$ cat src/rtl/intersection_phase_scheduler_if.sv
// Request/lamp bundle for the intersection phase scheduler.
//   ns_req, ew_req : vehicle detector pulses or levels
//   ped_req        : pedestrian button
//   emg_req        : emergency pre-empt (level)
//   emg_dir        : emergency direction, 0=NS 1=EW
//   north_south    : NS lamps, one-hot {green,yellow,red}
//   east_west      : EW lamps, one-hot {green,yellow,red}
//   walk           : pedestrian walk lamp
//   phase          : current controller state code
// master drives requests and observes lamps; slave is the controller.
interface intersection_phase_scheduler_if;
  logic       ns_req;
  logic       ew_req;
  logic       ped_req;
  logic       emg_req;
  logic       emg_dir;
  logic [2:0] north_south;
  logic [2:0] east_west;
  logic       walk;
  logic [2:0] phase;

  modport master (
    output ns_req, ew_req, ped_req, emg_req, emg_dir,
    input  north_south, east_west, walk, phase
  );

  modport slave (
    input  ns_req, ew_req, ped_req, emg_req, emg_dir,
    output north_south, east_west, walk, phase
  );
endinterface

$ cat src/rtl/intersection_phase_scheduler.sv
// Two-way intersection phase scheduler with pedestrian phase and
// emergency pre-emption. All timing is in one-second ticks derived from
// a TICK_DIV-cycle prescaler; prescaler and second counter restart on
// every state change.
// Ports:
//   clk  : rising-edge clock
//   rst  : asynchronous active-high reset
//   bus  : request inputs / lamp + phase outputs (slave modport)
module intersection_phase_scheduler #(
  parameter int unsigned TICK_DIV  = 1000,
  parameter int unsigned MIN_GREEN = 10,
  parameter int unsigned MAX_GREEN = 60,
  parameter int unsigned YELLOW_T  = 4,
  parameter int unsigned ALLRED_T  = 2,
  parameter int unsigned PED_T     = 8
) (
  input logic                          clk,
  input logic                          rst,
  intersection_phase_scheduler_if.slave bus
);

  typedef enum logic [2:0] {
    ALL_RED = 3'd0,
    NS_G    = 3'd1,
    NS_Y    = 3'd2,
    EW_G    = 3'd3,
    EW_Y    = 3'd4,
    PED     = 3'd5,
    EMG     = 3'd6
  } state_t;

  function automatic int unsigned max2(input int unsigned a, input int unsigned b);
    return (a > b) ? a : b;
  endfunction

  localparam int unsigned TMAX = max2(max2(max2(MIN_GREEN, MAX_GREEN), max2(YELLOW_T, ALLRED_T)), PED_T);
  localparam int unsigned PW   = (TICK_DIV > 1) ? $clog2(TICK_DIV) : 1;
  localparam int unsigned SW   = $clog2(TMAX + 1);
  localparam logic [PW-1:0] PRE_LAST = PW'(TICK_DIV - 1);
  localparam logic [SW-1:0] SEC_SAT  = SW'(TMAX);

  // True on the tick that completes t seconds, or any time after it.
  function automatic logic elapsed(input logic [SW-1:0] s, input logic tk, input int unsigned t);
    logic [31:0] s32;
    s32 = 32'(s);
    return (s32 >= t) || (tk && ((s32 + 32'd1) == t));
  endfunction

  state_t        state_q, state_d;
  logic [PW-1:0] pre_q, pre_d;
  logic [SW-1:0] sec_q, sec_d;
  logic          ns_pend_q, ns_pend_d;
  logic          ew_pend_q, ew_pend_d;
  logic          ped_pend_q, ped_pend_d;
  logic          last_ew_q, last_ew_d;   // 1: EW was served last
  logic          emg_dir_q, emg_dir_d;
  logic [2:0]    ns_lamp_q, ns_lamp_d;
  logic [2:0]    ew_lamp_q, ew_lamp_d;
  logic          walk_q, walk_d;

  logic tick;
  logic min_el, max_el;
  logic ns_conflict, ew_conflict;

  assign tick = (pre_q == PRE_LAST);

  always_comb begin
    state_d     = state_q;
    emg_dir_d   = emg_dir_q;
    min_el      = elapsed(sec_q, tick, MIN_GREEN);
    max_el      = elapsed(sec_q, tick, MAX_GREEN);
    ns_conflict = ew_pend_q | ped_pend_q;
    ew_conflict = ns_pend_q | ped_pend_q;

    case (state_q)
      ALL_RED: begin
        if (elapsed(sec_q, tick, ALLRED_T)) begin
          if (bus.emg_req) begin
            state_d   = EMG;
            emg_dir_d = bus.emg_dir;
          end else if (ped_pend_q) begin
            state_d = PED;
          end else if (last_ew_q) begin
            // Opposite direction unless only the same direction is waiting.
            state_d = (ew_pend_q && !ns_pend_q) ? EW_G : NS_G;
          end else begin
            state_d = (ns_pend_q && !ew_pend_q) ? NS_G : EW_G;
          end
        end
      end
      NS_G: begin
        if (bus.emg_req) begin
          if (bus.emg_dir) begin
            state_d = NS_Y;
          end else begin
            state_d   = EMG;
            emg_dir_d = 1'b0;
          end
        end else if (ns_conflict && (max_el || (min_el && !ns_pend_q))) begin
          // Own-direction demand extends green up to MAX_GREEN.
          state_d = NS_Y;
        end
      end
      EW_G: begin
        if (bus.emg_req) begin
          if (!bus.emg_dir) begin
            state_d = EW_Y;
          end else begin
            state_d   = EMG;
            emg_dir_d = 1'b1;
          end
        end else if (ew_conflict && (max_el || (min_el && !ew_pend_q))) begin
          state_d = EW_Y;
        end
      end
      NS_Y, EW_Y: begin
        if (elapsed(sec_q, tick, YELLOW_T)) state_d = ALL_RED;
      end
      PED: begin
        if (bus.emg_req || elapsed(sec_q, tick, PED_T)) state_d = ALL_RED;
      end
      EMG: begin
        if (!bus.emg_req) state_d = emg_dir_q ? EW_Y : NS_Y;
      end
      default: state_d = ALL_RED;
    endcase
  end

  always_comb begin
    if (state_d != state_q) begin
      pre_d = '0;
      sec_d = '0;
    end else begin
      pre_d = tick ? '0 : pre_q + 1'b1;
      sec_d = (tick && (sec_q != SEC_SAT)) ? sec_q + 1'b1 : sec_q;
    end

    // A request seen on the entry edge itself is dropped with the flag.
    ns_pend_d  = (ns_pend_q  | bus.ns_req)  & ~((state_d == NS_G) && (state_q != NS_G));
    ew_pend_d  = (ew_pend_q  | bus.ew_req)  & ~((state_d == EW_G) && (state_q != EW_G));
    ped_pend_d = (ped_pend_q | bus.ped_req) & ~((state_d == PED)  && (state_q != PED));

    last_ew_d = last_ew_q;
    if ((state_d == NS_G) && (state_q != NS_G)) last_ew_d = 1'b0;
    if ((state_d == EW_G) && (state_q != EW_G)) last_ew_d = 1'b1;
  end

  // Lamps are registered from the next state so they switch with the state flop.
  always_comb begin
    ns_lamp_d = 3'b001;
    ew_lamp_d = 3'b001;
    walk_d    = 1'b0;
    case (state_d)
      NS_G: ns_lamp_d = 3'b100;
      NS_Y: ns_lamp_d = 3'b010;
      EW_G: ew_lamp_d = 3'b100;
      EW_Y: ew_lamp_d = 3'b010;
      PED:  walk_d    = 1'b1;
      EMG: begin
        if (emg_dir_d) ew_lamp_d = 3'b100;
        else           ns_lamp_d = 3'b100;
      end
      default: ;
    endcase
  end

  always_ff @(posedge clk or posedge rst) begin
    if (rst) begin
      state_q    <= ALL_RED;
      pre_q      <= '0;
      sec_q      <= '0;
      ns_pend_q  <= 1'b0;
      ew_pend_q  <= 1'b0;
      ped_pend_q <= 1'b0;
      last_ew_q  <= 1'b1;
      emg_dir_q  <= 1'b0;
      ns_lamp_q  <= 3'b001;
      ew_lamp_q  <= 3'b001;
      walk_q     <= 1'b0;
    end else begin
      state_q    <= state_d;
      pre_q      <= pre_d;
      sec_q      <= sec_d;
      ns_pend_q  <= ns_pend_d;
      ew_pend_q  <= ew_pend_d;
      ped_pend_q <= ped_pend_d;
      last_ew_q  <= last_ew_d;
      emg_dir_q  <= emg_dir_d;
      ns_lamp_q  <= ns_lamp_d;
      ew_lamp_q  <= ew_lamp_d;
      walk_q     <= walk_d;
    end
  end

  assign bus.north_south = ns_lamp_q;
  assign bus.east_west   = ew_lamp_q;
  assign bus.walk        = walk_q;
  assign bus.phase       = state_q;

endmodule

$ cat src/flat_wrapper.sv
// flat-port wrapper written by rule: the top's interface ports become plain ports
module intersection_phase_scheduler_flat 
#(
  parameter int unsigned TICK_DIV  = 1000,
  parameter int unsigned MIN_GREEN = 10,
  parameter int unsigned MAX_GREEN = 60,
  parameter int unsigned YELLOW_T  = 4,
  parameter int unsigned ALLRED_T  = 2,
  parameter int unsigned PED_T     = 8
)
  (clk, rst, bus_ns_req, bus_ew_req, bus_ped_req, bus_emg_req, bus_emg_dir, bus_north_south, bus_east_west, bus_walk, bus_phase);
  intersection_phase_scheduler_if bus_i ();
  input logic clk;
  input logic rst;
  input wire logic [$bits(bus_i.ns_req)-1:0] bus_ns_req;
  input wire logic [$bits(bus_i.ew_req)-1:0] bus_ew_req;
  input wire logic [$bits(bus_i.ped_req)-1:0] bus_ped_req;
  input wire logic [$bits(bus_i.emg_req)-1:0] bus_emg_req;
  input wire logic [$bits(bus_i.emg_dir)-1:0] bus_emg_dir;
  output wire logic [$bits(bus_i.north_south)-1:0] bus_north_south;
  output wire logic [$bits(bus_i.east_west)-1:0] bus_east_west;
  output wire logic [$bits(bus_i.walk)-1:0] bus_walk;
  output wire logic [$bits(bus_i.phase)-1:0] bus_phase;
  assign bus_i.ns_req = bus_ns_req;
  assign bus_i.ew_req = bus_ew_req;
  assign bus_i.ped_req = bus_ped_req;
  assign bus_i.emg_req = bus_emg_req;
  assign bus_i.emg_dir = bus_emg_dir;
  assign bus_north_south = bus_i.north_south;
  assign bus_east_west = bus_i.east_west;
  assign bus_walk = bus_i.walk;
  assign bus_phase = bus_i.phase;
  intersection_phase_scheduler #(.TICK_DIV(TICK_DIV), .MIN_GREEN(MIN_GREEN), .MAX_GREEN(MAX_GREEN), .YELLOW_T(YELLOW_T), .ALLRED_T(ALLRED_T), .PED_T(PED_T)) u_core (.clk(clk), .rst(rst), .bus(bus_i));
endmodule
$ cat config.mk
export PLATFORM = sky130hd
export DESIGN_NAME = intersection_phase_scheduler_flat
export DESIGN_NICKNAME = d
export VERILOG_FILES = /design/src/rtl/intersection_phase_scheduler_if.sv /design/src/rtl/intersection_phase_scheduler.sv /design/src/flat_wrapper.sv
export SDC_FILE = /design/constraint.sdc
export NUM_CORES = 1
export LEC_CHECK = 0
export CAP_MARGIN = 20
export CORE_MARGIN = 2
export CORE_UTILIZATION = 35
export DETAILED_ROUTE_END_ITERATION = 8
export PLACE_DENSITY = 0.63
export SYNTH_ARGS = -nofsm -noshare
export SYNTH_HDL_FRONTEND = slang
export SYNTH_SLANG_ARGS = --single-unit
$ cat constraint.sdc
create_clock -name clk -period 3.6 [get_ports clk]
set_input_delay 0.72 -clock clk [delete_from_list [all_inputs] [get_ports clk]]
set_output_delay 0.72 -clock clk [all_outputs]
set_load 0.01 [all_outputs]
== After elaboration in Yosys (flattened, before gate mapping) ==
Cells that the tools add are included.

* Bits of input ports: 7
* Flip-flop bits (word level): 31
* Output and inout port bits: 10
* Word-level logic and storage cells: 117

* Mux-type cells: 35
* Add/sub/neg operators: 3
* Reduce and logical (&&, ||, !) cells: 29
* Magnitude comparators: 5
* Bitwise logic cells: 11
* Equality and inequality tests: 23

{| class="wikitable"
|+ Operators by type and width
! kind !! number
|-
| $eq 32x4->1 const B || 2
|-
| $mux 3 || 15
|-
| $eq 32x2->1 const B || 1
|-
| $eq 32x3->1 const B || 1
|-
| $eq 32x6->1 const B || 1
|-
| $mux 10 || 2
|-
| $eq 3x3->1 const B || 6
|-
| $pmux 3 s3 || 2
|-
| $pmux 3 s6 || 1
|-
| $logic_and 1x1->1 || 15
|-
| $eq 3x2->1 const B || 4
|-
| $ge 6x4->1 const B || 2
|-
| $mux 6 || 2
|-
| $add 10x1->10 const B || 1
|-
| $eq 10x10->1 const B || 1
|-
| $mux 1 || 9
|-
| $logic_or 1x1->1 || 8
|-
| $add 6x1->7 const B || 1
|-
| $add 6x1->6 const B || 1
|-
| $eq 3x1->1 const B || 2
|-
| $ge 6x2->1 const B || 1
|-
| $ge 6x3->1 const B || 1
|-
| $ge 6x6->1 const B || 1
|-
| $mux 2 || 3
|-
| 13 further kinds || 23
|}

== Logic depth before layout (Yosys ltp) ==
* Word-level depth: 14
* Mapped depth: 10
* Gate-level depth less buffers: 10

== Least setup slack after synthesis ==
OpenSTA, ideal clock, no wires.

* Path kind: input to register
* From: input port bus_emg_req
* To: register u_core.ns_lamp_q[0], in the netlist u_core.bus.north_south[0]
* Path buffers: 1
* Arrival: 2.692 ns
* Stages: 9
* Setup time: 0.077 ns
* Path slack: 0.831 ns
* Data required time: 3.523 ns
* Cells stage by stage: clkbuf_1 > or3b_2 > nand3_1 > o21ai_0 > or2_2 > a211oi_2 > inv_2 > or3_1 > o21a_1

* Word-level cells in the longest chain between the ends: 5
* Elaborated cells between the ends (all ways): 18
* Those cells by class: 3 x eq/ne; 14 x mux; 1 x reduce/logical

{| class="wikitable"
|+ Ends and longest elaborated chain
! what !! line !! source
|-
| start, declared || flat_wrapper.sv:18 || <nowiki>input wire logic [$bits(bus_i.emg_req)-1:0] bus_emg_req;</nowiki>
|-
| $mux 3 / $logic_or 1x1->1 (equally long branches) || intersection_phase_scheduler.sv:78, intersection_phase_scheduler.sv:120 ||
|-
| $mux 3 (on tied branches) || intersection_phase_scheduler.sv:77, intersection_phase_scheduler.sv:120 ||
|-
| $pmux 3 s6 * || intersection_phase_scheduler.sv:75 || <nowiki>case (state_q)</nowiki>
|-
| net u_core.state_d[2] || intersection_phase_scheduler.sv:49 || <nowiki>state_t state_q, state_d;</nowiki>
|-
| $eq 3x3->1 (tied with other cells) || intersection_phase_scheduler.sv:153 || <nowiki>case (state_d)</nowiki>
|-
| $pmux 3 s3 * || intersection_phase_scheduler.sv:153 ||
|-
| net u_core.ns_lamp_d[0] || intersection_phase_scheduler.sv:57 || <nowiki>logic [2:0] ns_lamp_q, ns_lamp_d;</nowiki>
|-
| end signal, assigned || intersection_phase_scheduler.sv:189 || <nowiki>ns_lamp_q <= ns_lamp_d;</nowiki>
|-
| end, declared || intersection_phase_scheduler.sv:57 ||
|}

Mark *: on every way through the listed nets, which the timed path passes. The rest lies on a longest branch.
A chain may end at the register's enable or synchronous reset.

== Worst setup path after layout ==
* From: register u_core.sec_q[1]
* To: register u_core.pre_q[1]

* Word-level cells in the longest chain between the ends: 12
* Elaborated cells between the ends (all ways): 38
* Those cells by class: 1 x add/sub; 5 x order compare; 6 x eq/ne; 9 x mux; 17 x reduce/logical

{| class="wikitable"
|+ Ends and longest elaborated chain
! what !! line !! source
|-
| start, declared || intersection_phase_scheduler.sv:51 || <nowiki>logic [SW-1:0] sec_q, sec_d;</nowiki>
|-
| start signal, assigned || intersection_phase_scheduler.sv:171 || <nowiki>sec_q <= '0;</nowiki>
|-
| start signal, assigned || intersection_phase_scheduler.sv:183 || <nowiki>sec_q <= sec_d;</nowiki>
|-
| $add 6x1->7 || intersection_phase_scheduler.sv:46 || <nowiki>return (s32 >= t) || (tk && ((s32 + 32'd1) == t));</nowiki>
|-
| $eq 32x4->1 || intersection_phase_scheduler.sv:46 ||
|-
| $logic_and 1x1->1 || intersection_phase_scheduler.sv:46 ||
|-
| $logic_or 1x1->1 || intersection_phase_scheduler.sv:46 ||
|-
| $logic_and 1x1->1 (on tied branches) || intersection_phase_scheduler.sv:112, intersection_phase_scheduler.sv:99 ||
|-
| $logic_or 1x1->1 (on tied branches) || intersection_phase_scheduler.sv:112, intersection_phase_scheduler.sv:99 ||
|-
| $logic_and 1x1->1 (on tied branches) || intersection_phase_scheduler.sv:112, intersection_phase_scheduler.sv:99 ||
|-
| $mux 3 (on tied branches) || intersection_phase_scheduler.sv:112, intersection_phase_scheduler.sv:99 ||
|-
| $mux 3 (on tied branches) || intersection_phase_scheduler.sv:105, intersection_phase_scheduler.sv:92 ||
|-
| $pmux 3 s6 * || intersection_phase_scheduler.sv:75 ||
|-
| $ne 3x3->1 * || intersection_phase_scheduler.sv:130 || <nowiki>if (state_d != state_q) begin</nowiki>
|-
| $mux 10 * || intersection_phase_scheduler.sv:130 ||
|-
| net u_core.pre_d[1] || intersection_phase_scheduler.sv:50 || <nowiki>logic [PW-1:0] pre_q, pre_d;</nowiki>
|-
| end signal, assigned || intersection_phase_scheduler.sv:182 || <nowiki>pre_q <= pre_d;</nowiki>
|-
| end, declared || intersection_phase_scheduler.sv:50 ||
|}

Marks and branches as above.

==> key figures <==
Run status
  – Status: completed

Flow run
  – Max cap viols: 0

Synth
  – Synth Cell Area: 2070 um^2
  – Area leader, netlist: dfrtp_1
  – Synthesis-stage register bit count: 31
  – Seq/Total Area, Yosys: 0.377
  – Synthesized Nets: 241
  – Avg Cell Area, Syn: ~9.0 um^2
  – Synth async-reset ratio: 1.00
  – Synth cell types: 62
  – Synth warnings: 0
  – Share of Yosys cell area claimed by the top area cell type: 0.339
  – Post-synth EDFFs: 0
  – Ys flop type: dfrtp_1
  – Synth top area cells: dfrtp_1, dfstp_2, nand3_1
  – Cells after synthesis: about 230

CTS
  – CTS tree: done
  – Setup bufs post-CTS: 0
  – Worst-path clk slew: 0.06 ns
  – Post-CTS Hold Buffers: 0
  – Root Driver: clkbuf_8
  – Clock buffer depth: 2
  – Post-cts gate resize count: 0
  – Worst skew pair latency: 0.28 ns
  – Cts bufs inserted: 5
  – H-tree Lvls: 2
  – Clock Sinks: 31

Cells and area
  – Post-route cell area: roughly 2400 um^2
  – Fill cells: ~610
  – Final nets: approximately 260
  – Share of layout cells above drive strength 1: 0.113
  – Area grow syn2layout: 17.4%
  – # diodes: 0

Floorplan
  – Die width: just over 80 um
  – Rows: 28
  – Core area: 5820 um^2
  – Initial Util: 0.356
  – Die footprint: 6540 um^2
  – Die H: around 80 um
  – Ports: 17

Detailed routing
  – Initial detailed-routing violation count: 106
  – Routed len/inst: about 15 um
  – Post-DR vias/cell: 5.58
  – First-pass DRT Iterations: 4
  – Vias: ~1800
  – WL final: roughly 4.8 mm
  – Post-route ant nets: 0
  – Drt drc: 0

Power and ir drop
  – Clock power share: 0.339
  – Combinational share of power: 0.237
  – Sequential Power Share: 0.424
  – LEAKAGE: around 0.00096 uW
  – Worst ir drop on vdd: roughly 0.17 mV
  – PD cells: ~430 nW/um^2
  – Internal power: between 700 and 800 uW
  – Switch Pwr: 307 uW
  – Switching share of power: 0.294

Global routing
  – First-pass GRT wire length: 8.34 mm
  – GRT Util Overall: 0.166
  – Largest net degree at the start of global routing: 32
  – Number of global-route vias before repair: about 1700
  – Total gr overflow: 0
  – Initial antenna violation count: 0

STA
  – Setup TNS: 0 ns
  – Worst slew pin tran: between 0.7 and 0.8 ns
  – Max transition margin: 0.510
  – Final worst-path cycle share: 0.835
  – Final setup violating endpoints: 0
  – Pins Over Slew Limit: 0
  – Fmax: roughly 330 MHz
  – Minimum clock period: between 3 and 4 ns
  – Fin. Hold Viols: 0
  – Clk_skew: between 0.005 and 0.006 ns
  – Worst setup margin: just under 0.6 ns
  – RSZ-0062 raised after global routing: false

Critical path
  – Critical path class: register to register
  – CP Max Fanout: 16
  – Worst EP arrival: around 3.1 ns
  – Crit end category: register
  – Worst path required time: 3.73 ns
  – Startpoint types: register

Min path
  – Worst hold-check path type: register to register

Placed design
  – Hpwl dp: approximately 3.4 mm
  – Place WS: between 0.4 and 0.5 ns
  – Area after DPL: approximately 2300 um^2
  – Input/output buffers: 16
  – GP Congestion: roughly 0.8
[power groups by stage]
stage | clock network [uW] | logic, uW | registers (uW)
2_1_floorplan | 0 | 160 | 448
3_3_place_gp | 0 | 244 | 448
3_5_place_dp | 0 | 250 | 450
4_1_cts | 370 | 250 | 443
5_1_grt | 381 | 282 | 452
6_report | 354 | 247 | 443
[through the flow]
stage	hold WS (ns)	cells	total power, uW	utilization
after floorplan	0.462	229	608	-
after global placement	0.487	315	692	0.397
after detailed placement	0.497	315	700	0.397
after CTS	0.506	323	1060	0.418
after global routing	0.535	323	1120	0.418
final	0.501	323	1040	0.418
[worst paths after layout]
| kind | from | to | slack (ns) | cells after the start |
|---|---|---|---|---|
| min in group asynchronous | rst | u_core.ew_pend_q | 0.82 | 3 |
| max reg2reg | u_core.sec_q[1] | u_core.pre_q[1] | 0.59 | 8 |
| min | u_core.pre_q[0] | u_core.pre_q[0] | 0.50 | 1 |
| max in group asynchronous | rst | u_core.bus.north_south[0] | 2.46 | 3 |
| min reg2reg | u_core.pre_q[0] | u_core.pre_q[0] | 0.50 | 1 |
| max | u_core.sec_q[1] | u_core.pre_q[1] | 0.59 | 8 |
[cell usage in the layout (no fill, tap or decap), types with 3 or more instances in the layout]
cell and count:
dfstp_2 3, nand3b_1 3, nor3_1 9, nand2b_1 5
ha_1 5, clkdlybuf4s50_1 16, xnor2_1 6, a31oi_1 4
nor4_1 8, dfrtp_1 28, nand2_1 19, clkbuf_8 6
o221ai_1 3, xor2_1 8, and2_1 5, a211oi_1 3
nor2b_1 4, nand3_1 15, buf_4 5, nor2_1 15
a21oi_1 5, and3_1 3, o21a_1 3, o21ai_0 7
a21boi_0 3, inv_1 10
[per-layer routing]
metal / up-vias / share of wire / wire length (um) / GRT usage
li1: 880 / - / - / -
met1: 888 / 0.49 / 2370 / 0.222
met2: 26 / 0.47 / 2270 / 0.255
met3: 7 / 0.022 / 107 / 0.0311
met4: 0 / 0.018 / 88 / 0.0864
met5: - / 0 / 0 / 0
[Yosys cell counts, types with 4 or more instances]
cell type   n
a31oi_1     4
clkbuf_1    5
nor3_1      9
inv_1      10
xnor2_1     6
nor2_1     15
o21ai_0     7
nor4_1      8
and2_1      5
a21oi_1     5
nand2_1    19
nand2b_1    5
nand3_1    15
nor2b_1     4
dfrtp_1    28
xor2_1      8
ha_1        5
buf_2       4
[state kept, by name (all words and copies together) (netlist names)]
register	cells
u_core.pre_q	10
u_core.ped_pend_q	1
u_core.bus.phase	3
u_core.bus.north_south	3
u_core.emg_dir_q	1
u_core.ew_pend_q	1
u_core.bus.walk	1
u_core.bus.east_west	3
u_core.last_ew_q	1
u_core.sec_q	6
u_core.ns_pend_q	1
[cell type report]
cell class | instances | area [um^2] | area share
multi-input cells | 177 | 1200 | 0.494
flip-flops and latches | 31 | 779 | 0.321
repair buffers | 21 | 198 | 0.0814
well taps | 75 | 93.8 | 0.0386
clock buffers | 6 | 82.6 | 0.0340
inverters | 11 | 41.3 | 0.0170
clock inverters | 2 | 35.0 | 0.0144
[critical path, cell delays in order (launching register included)]
cell and delay [ns]:
dfrtp_1 0.53, ha_1 0.37, xnor2_1 0.14, nor4_2 0.37, a2bb2oi_1 0.24, o2bb2ai_1 0.25, o2111a_1 0.25, a221o_1 0.59
nor4b_1 0.11
[cells by family (layout without fill, tap and decap cells)]
logic type,count (synthesis),after routing,share of synthesized area
adder cells (fa/ha/maj),6,6,0.0351
buffers and inverters,21,40,0.0441
AO/OA/AOI/OAI,51,51,0.187
XOR/XNOR,14,14,0.0593
multiplexers,1,1,0.00484
AND/OR/NAND/NOR,105,105,0.293
flip-flops,31,31,0.377
(Power assumes the default switching activity.)
